<file path="src/rtl/seg_scan_decoder.sv">
// seg_scan_decoder
//   Recovers mm:ss time from a multiplexed, active-low 4-digit 7-segment
//   display bus. The select and segment lines are synchronized first.
//   Each digit dwell is then sampled exactly once, after the select has
//   been stable long enough. Four good digits form a frame. A good frame
//   is published; a bad one is counted and dropped.
//
// Ports
//   clk         system clock
//   rst_n       asynchronous active-low reset
//   seg[6:0]    segment bus, active-low, {g,f,e,d,c,b,a}
//   select[3:0] digit enables, active-low
//               bit0 = sec ones, bit1 = sec tens, bit2 = min ones, bit3 = min tens
//   sec_ones, sec_tens, min_ones, min_tens
//               last published BCD digits
//   total_sec   last published time in seconds (0..5999)
//   frame_valid one-cycle pulse on each publish
//   time_valid  high while the published time is younger than TIMEOUT cycles
//   err_cnt     discarded-frame count, saturating at 255
//   fsm_state   debug view of the sampling FSM (0 WAIT, 1 SAMPLE, 2 HOLD)
//
// Handshake: none. The display bus is free-running, and frame_valid is a
//   pure strobe with no back-pressure. The digit outputs and total_sec
//   change only on the cycle frame_valid is high.
`timescale 1ns/1ps

module seg_scan_decoder #(
   parameter int SETTLE  = 4,
   parameter int TIMEOUT = 2_000_000
) (
   input  logic        clk,
   input  logic        rst_n,
   input  logic [6:0]  seg,
   input  logic [3:0]  select,
   output logic [3:0]  sec_ones,
   output logic [3:0]  sec_tens,
   output logic [3:0]  min_ones,
   output logic [3:0]  min_tens,
   output logic [12:0] total_sec,
   output logic        frame_valid,
   output logic        time_valid,
   output logic [7:0]  err_cnt,
   output logic [1:0]  fsm_state
);

   localparam logic [7:0]  SETTLE_C  = 8'(SETTLE);
   localparam logic [23:0] TIMEOUT_C = 24'(TIMEOUT);

   typedef enum logic [1:0] {
      ST_WAIT   = 2'd0,
      ST_SAMPLE = 2'd1,
      ST_HOLD   = 2'd2
   } state_t;

   // Synchronizers reset to "blank, all digits off".
   logic [6:0] seg_m, seg_s;
   logic [3:0] sel_m, sel_s, sel_prev;

   always_ff @(posedge clk or negedge rst_n) begin
      if (!rst_n) begin
         seg_m    <= '1;
         seg_s    <= '1;
         sel_m    <= '1;
         sel_s    <= '1;
         sel_prev <= '1;
      end else begin
         seg_m    <= seg;
         seg_s    <= seg_m;
         sel_m    <= select;
         sel_s    <= sel_m;
         sel_prev <= sel_s;
      end
   end

   logic sel_change;
   assign sel_change = (sel_s != sel_prev);

   // Dwell counter: clears on any select change, saturates at SETTLE.
   logic [7:0] cnt, cnt_next;

   always_comb begin
      cnt_next = cnt;
      if (sel_change)
         cnt_next = '0;
      else if (cnt != SETTLE_C)
         cnt_next = cnt + 8'd1;
   end

   always_ff @(posedge clk or negedge rst_n) begin
      if (!rst_n) cnt <= '0;
      else        cnt <= cnt_next;
   end

   // Sampling FSM. SAMPLE is entered on the cycle the counter lands on SETTLE,
   // so a dwell yields at most one sample. HOLD waits for the next change.
   state_t state, state_next;
   logic   sample_en;

   always_ff @(posedge clk or negedge rst_n) begin
      if (!rst_n) state <= ST_WAIT;
      else        state <= state_next;
   end

   always_comb begin
      state_next = state;
      sample_en  = 1'b0;
      case (state)
         ST_WAIT: begin
            if (cnt_next == SETTLE_C)
               state_next = ST_SAMPLE;
         end
         ST_SAMPLE: begin
            if (sel_change) begin
               state_next = ST_WAIT;
            end else begin
               sample_en  = 1'b1;
               state_next = ST_HOLD;
            end
         end
         ST_HOLD: begin
            if (sel_change)
               state_next = ST_WAIT;
         end
         default: state_next = ST_WAIT;
      endcase
   end

   assign fsm_state = state;

   // Segment decode (active-low patterns). Blank and anything else are illegal.
   logic [3:0] digit;
   logic       digit_ok;

   always_comb begin
      digit    = '0;
      digit_ok = 1'b1;
      case (seg_s)
         7'h40: digit = 4'd0;
         7'h79: digit = 4'd1;
         7'h24: digit = 4'd2;
         7'h30: digit = 4'd3;
         7'h19: digit = 4'd4;
         7'h12: digit = 4'd5;
         7'h02: digit = 4'd6;
         7'h78: digit = 4'd7;
         7'h00: digit = 4'd8;
         7'h10: digit = 4'd9;
         default: digit_ok = 1'b0;
      endcase
   end

   // Select decode: exactly one low bit picks a position.
   logic [1:0] pos;
   logic       one_hot;
   logic       all_off;

   always_comb begin
      pos     = 2'd0;
      one_hot = 1'b1;
      case (sel_s)
         4'b1110: pos = 2'd0;
         4'b1101: pos = 2'd1;
         4'b1011: pos = 2'd2;
         4'b0111: pos = 2'd3;
         default: one_hot = 1'b0;
      endcase
   end

   assign all_off = (sel_s == 4'b1111);

   // Frame assembly.
   logic [3:0] shadow [4];
   logic [3:0] mask;
   logic       bad;
   logic       mask_full, publish, discard;

   assign mask_full = (mask == 4'b1111);
   assign publish   = mask_full && !bad && (shadow[1] <= 4'd5);
   assign discard   = mask_full && !publish;

   always_ff @(posedge clk or negedge rst_n) begin
      if (!rst_n) begin
         for (int i = 0; i < 4; i++) shadow[i] <= '0;
         mask <= '0;
         bad  <= 1'b0;
      end else if (mask_full) begin
         mask <= '0;
         bad  <= 1'b0;
      end else if (sample_en && !all_off) begin
         if (one_hot && digit_ok) begin
            shadow[pos] <= digit;
            mask[pos]   <= 1'b1;
         end else begin
            bad <= 1'b1;
         end
      end
   end

   logic [12:0] mins_c, total_c;

   always_comb begin
      mins_c  = 13'(shadow[3]) * 13'd10 + 13'(shadow[2]);
      total_c = mins_c * 13'd60 + 13'(shadow[1]) * 13'd10 + 13'(shadow[0]);
   end

   // Published outputs, freshness tracking and error count.
   logic [23:0] idle_cnt;
   logic        seen;

   always_ff @(posedge clk or negedge rst_n) begin
      if (!rst_n) begin
         sec_ones    <= '0;
         sec_tens    <= '0;
         min_ones    <= '0;
         min_tens    <= '0;
         total_sec   <= '0;
         frame_valid <= 1'b0;
         idle_cnt    <= '0;
         seen        <= 1'b0;
         err_cnt     <= '0;
      end else begin
         frame_valid <= publish;
         if (publish) begin
            sec_ones  <= shadow[0];
            sec_tens  <= shadow[1];
            min_ones  <= shadow[2];
            min_tens  <= shadow[3];
            total_sec <= total_c;
            seen      <= 1'b1;
            idle_cnt  <= '0;
         end else if (idle_cnt != TIMEOUT_C) begin
            idle_cnt <= idle_cnt + 24'd1;
         end
         if (discard && (err_cnt != 8'hFF))
            err_cnt <= err_cnt + 8'd1;
      end
   end

   assign time_valid = seen && (idle_cnt != TIMEOUT_C);

endmodule
</file>
<file path="config.mk">
export PLATFORM = sky130hd
export DESIGN_NAME = seg_scan_decoder
export DESIGN_NICKNAME = d
export VERILOG_FILES = /design/src/rtl/seg_scan_decoder.sv
export SDC_FILE = /design/constraint.sdc
export NUM_CORES = 1
export LEC_CHECK = 0
export BUFFER_PORTS_ARGS = -buffer_cell sky130_fd_sc_hd__buf_2
export CORE_MARGIN = 2
export CORE_UTILIZATION = 40
export DETAILED_ROUTE_END_ITERATION = 10
export SKIP_LAST_GASP = 1
export SLEW_MARGIN = 20
export SYNTH_ARGS = -nofsm -noshare
export SYNTH_HDL_FRONTEND = slang
export SYNTH_SLANG_ARGS = --single-unit
</file>
<file path="constraint.sdc">
create_clock -name clk -period 5.8 [get_ports clk]
set_input_delay 0.29 -clock clk [delete_from_list [all_inputs] [get_ports clk]]
set_output_delay 0.29 -clock clk [all_outputs]
set_load 0.02 [all_outputs]
</file>
==> results.md <==
Worst setup path:
- In this design, the stage delay of the slowest critical-path cell is 0.51 ns.
- On the critical path, the stage with the largest delay is an instance of fa_1.
- The critical path goes through ha_1, ha_1, a21oi_1, nand2_1, xnor2_1, fa_1, fa_1, inv_1, ha_1, xnor2_1, ha_1, ha_1, o21a_1, o31a_1, o21ai_0, or4_1, nand4_1, or3b_1.
- The critical path class is reg2reg.
- STA classifies the critical path endpoint as a flop.
- In this run the worst setup path begins at shadow[2].
- The most numerous cell type found on the critical path is ha_1.
- STA classifies the critical path startpoint as a flop.
- The largest fanout of any net on the critical path is 6.
- The data arrival time of the critical path is 5.74 ns.
- The required time of the critical path is 6.09 ns.
- In this run the critical register-to-register path is launched from shadow[2].

Synth:
- In this run, synthesis produced a sequential element count of 119.
- The sequential share of the synthesized area is 45.6%.
- By area the synthesized netlist is led by dfrtp_1 35%, dfstp_2 10%, ha_1 8.0%, fa_1 5.5%, nand2_1 4.9%.
- The cell accounting for the most synthesized area is dfrtp_1.
- The gate count of the mapped netlist is 629.
- The average size of a mapped cell is 10.5 sq um.
- The unique cell type count in the Yosys netlist is 59.
- The predominant post-synthesis flop cell is dfrtp_1.
- The share of synthesized area in the top cell type comes to 35.3%.
- In this run, synthesis inferred 0 flip-flops with an integrated enable.
- The number of warnings issued by yosys is 0.
- When the netlist entered floorplanning its net count stood at 702.
- After synthesis the cells add up to 6600 sq um.
- In the synthesized netlist the async set-or-reset flop fraction comes to 100%.

CTS:
- TritonCTS built the clock tree.
- The maximum clock path buffer count is 2.
- The number of post-CTS setup repair buffers is 0.
- In this run the number of H-tree levels came out at 4.
- Buffers inserted during clock tree synthesis total 17.
- For this design, the sink count on the clock tree is 119.
- CTS placed an instance of clkbuf_16 at the clock tree root.
- The later pin in the worst-skew pair is clocked with a latency of 0.42 ns.
- The clock-pin slew on the worst setup and hold paths is 0.05 ns.

STA:
- The number of failing setup endpoints in the final timing report is 0.
- Derived from the worst setup path, the maximum achievable clock frequency is 183 MHz.
- Setup repair after global routing left no endpoint under its margin.
- Clock skew on the completed layout was measured at 0.00804 ns.
- For the pin with the worst max-slew slack, the measured transition is 0.986 ns.
- The count of final max-slew check failures is 0.
- The worst path in the final design needs a cycle of 5.45 ns, including I/O delays and setup.
- The setup TNS is 0 ns.
- The period utilization is 94.0%.
- Measured against its own limit, the worst slew margin works out to 33.4%.
- The final-report hold violation count is 0.

Floorplanning:
- The floorplan has 46 rows.
- The number of ports placed on the die boundary is 54.
- The die is 132 um tall.
- The region available for standard cell placement spans 16000 sq um.
- The initial utilization of the core area, before any placement, comes to 41.2%.
- The total die area is 17500 sq um.
- The floorplan step set the die width to 132 um.

Placed design:
- The total of buffers placed on input and output ports is 53.
- The placed wire-length estimate is 9180 um.
- Counting tap cells, the placed design contains a total of 886 instances.
- The weighted congestion at the end of routability-driven global placement is 0.886.
- The standard cell area after detailed placement is 7070 sq um.

Layout:
- In the final layout, the share of cells above drive strength 1 is 18.3%.
- After routing the design area is 7760 sq um.
- The net total in the final layout is 774.
- The library cells used most frequently in the layout, excluding fill and tap cells, are 93 x dfrtp_1, 87 x nand2_1, 58 x nor2_1, 52 x buf_2, 42 x ha_1.
- 0 antenna diodes ended up in the layout.
- Compared with the post-synthesis result, the final layout area differs by 17.6%.
- Leaving out filler cells and counting taps, the final layout contains 930.
- The most frequent standard cell in the layout excluding fill and tap cells is dfrtp_1.

Hold path:
- The worst hold path begins at seg_m[6].
- The min-delay analysis places its worst path in the category reg2reg.

Drt:
- The starting DRC count in detailed routing is 158.
- The average wire length per cell after detail routing is 13.7 um.
- The number of antenna-violating nets in the routed design is 0.
- The post-detailed-route via-to-cell ratio is 4.94.
- The residual DRC count is 0.
- The number of optimization iterations in the first detailed-route pass is 4.
- Wires add up to 12700 um.
- For this block, the via count after detailed routing is 4598.

Power:
- The power per standard cell area is 244 nW/um^2.
- The maximum ir drop on the vdd rail is 0.000188 V.
- The static power due to leakage is 3.86 nW.

Global route:
- The first global-routing pass estimated 22100 um of wire.
- The via count of the first global-routing pass came to 4541.
- The global-route usage over all layers is 15.6%.
- The maximum number of pins on one net before global-route repair is 68.
- The number of antenna violations at the first check in global routing is 0.
- Summed over all layers, the global routing overflow is 0.

Flow run:
- The max capacitance violation total is 0.

Run status:
- The flow ran to the end, and the final reports show no timing, DRC or antenna violations.
logic make-up after synthesis:
family | count (synthesis) | share of synthesized area, %
buffers and inverters | 52 | 3.43
flip-flops | 119 | 45.6
adder cells (fa/ha/maj) | 60 | 13.4
multiplexers | 18 | 3.05
AND/OR/NAND/NOR | 232 | 17.5
AO/OA/AOI/OAI | 86 | 8.72
XOR/XNOR | 62 | 8.23
Yosys cell counts, drive strengths merged (14+ instances only):
cell / instances
dfrtp: 93
mux2: 17
nand2: 87
a21oi: 15
inv: 36
nand4: 16
xnor2: 30
dfstp: 26
nand3: 14
o21ai: 23
ha: 42
nor2: 58
fa: 18
xor2: 32
sequential cells by signal, summed over array words and instances (netlist names), 7 cells and up:
| register | count |
|---|---|
| idle_cnt | 24 |
| shadow | 16 |
| total_sec | 12 |
| cnt | 8 |
| err_cnt | 8 |
| seg_m | 7 |
| seg_s | 7 |
layer usage:
| metal | share of wire (%) | wire length, um | up-vias | GRT usage, % |
|---|---|---|---|---|
| met5 | 0 | 0 | - | 0 |
| met4 | 1.7 | 221 | 0 | 6.09 |
| met3 | 3.0 | 380 | 16 | 3.60 |
| met2 | 46 | 5860 | 74 | 24.7 |
| met1 | 49 | 6290 | 2200 | 20.8 |
| li1 | - | - | 2308 | - |
power breakdown:
group / internal (mW) / switching (mW)
clock network: 0.609 / 0.379
logic: 0.0170 / 0.0256
registers: 0.848 / 0.0114
worst max-delay path: cells and delay by family, from the launching register on:
kind | cells | cell delay (ns)
buffers and inverters | 1 | 0.04
AOI/OAI and AO/OA | 4 | 0.64
xor gates and xnor gates | 2 | 0.50
DFF | 1 | 0.44
adders and majority gates | 7 | 2.69
and+or+nand+nor | 4 | 1.01
layout make-up:
class / count / area, sq um
clock buffer: 21 / 460
clock inverter: 11 / 100
fill: 1500 / 8240
inverter: 37 / 139
multi-input combinational: 458 / 3370
sequential: 119 / 3010
tap: 216 / 270
timing repair buffer: 68 / 410
final timing paths:
| check | endpoint | slack (ns) | depth (start not counted) |
|---|---|---|---|
| worst min register to register | seg_s[6] | 0.35 | 0 |
| worst max register to register | total_sec[12] | 0.35 | 18 |
| worst min-delay path | seg_s[6] | 0.35 | 0 |
| max in group asynchronous | total_sec[12] | 4.06 | 3 |
| min in group asynchronous | cnt[4] | 0.44 | 2 |
| worst max-delay path | total_sec[12] | 0.35 | 18 |
stage by stage:
| stage | setup WS [ns] | power (mW) | hold WS (ns) | utilization [%] |
|---|---|---|---|---|
| finish | 0.349 | 1.89 | 0.354 | 48.5 |
| global route | 0.0450 | 1.96 | 0.358 | 48.5 |
| CTS | 0.347 | 1.92 | 0.355 | 48.4 |
| detailed placement | 0.389 | 0.911 | 0.347 | 44.2 |
| global placement | 0.518 | 0.909 | 0.346 | 44.2 |
| floorplan | 0.743 | 0.888 | -0.00559 | - |
what timing repair did:
action	4_1_cts	5_1_grt
setup endpoints to repair	0	1
gates resized for setup	0	1
endpoints found under the hold margin	37	0
hold buffers	12	0
Note: power is estimated with default switching activity, not from simulation.
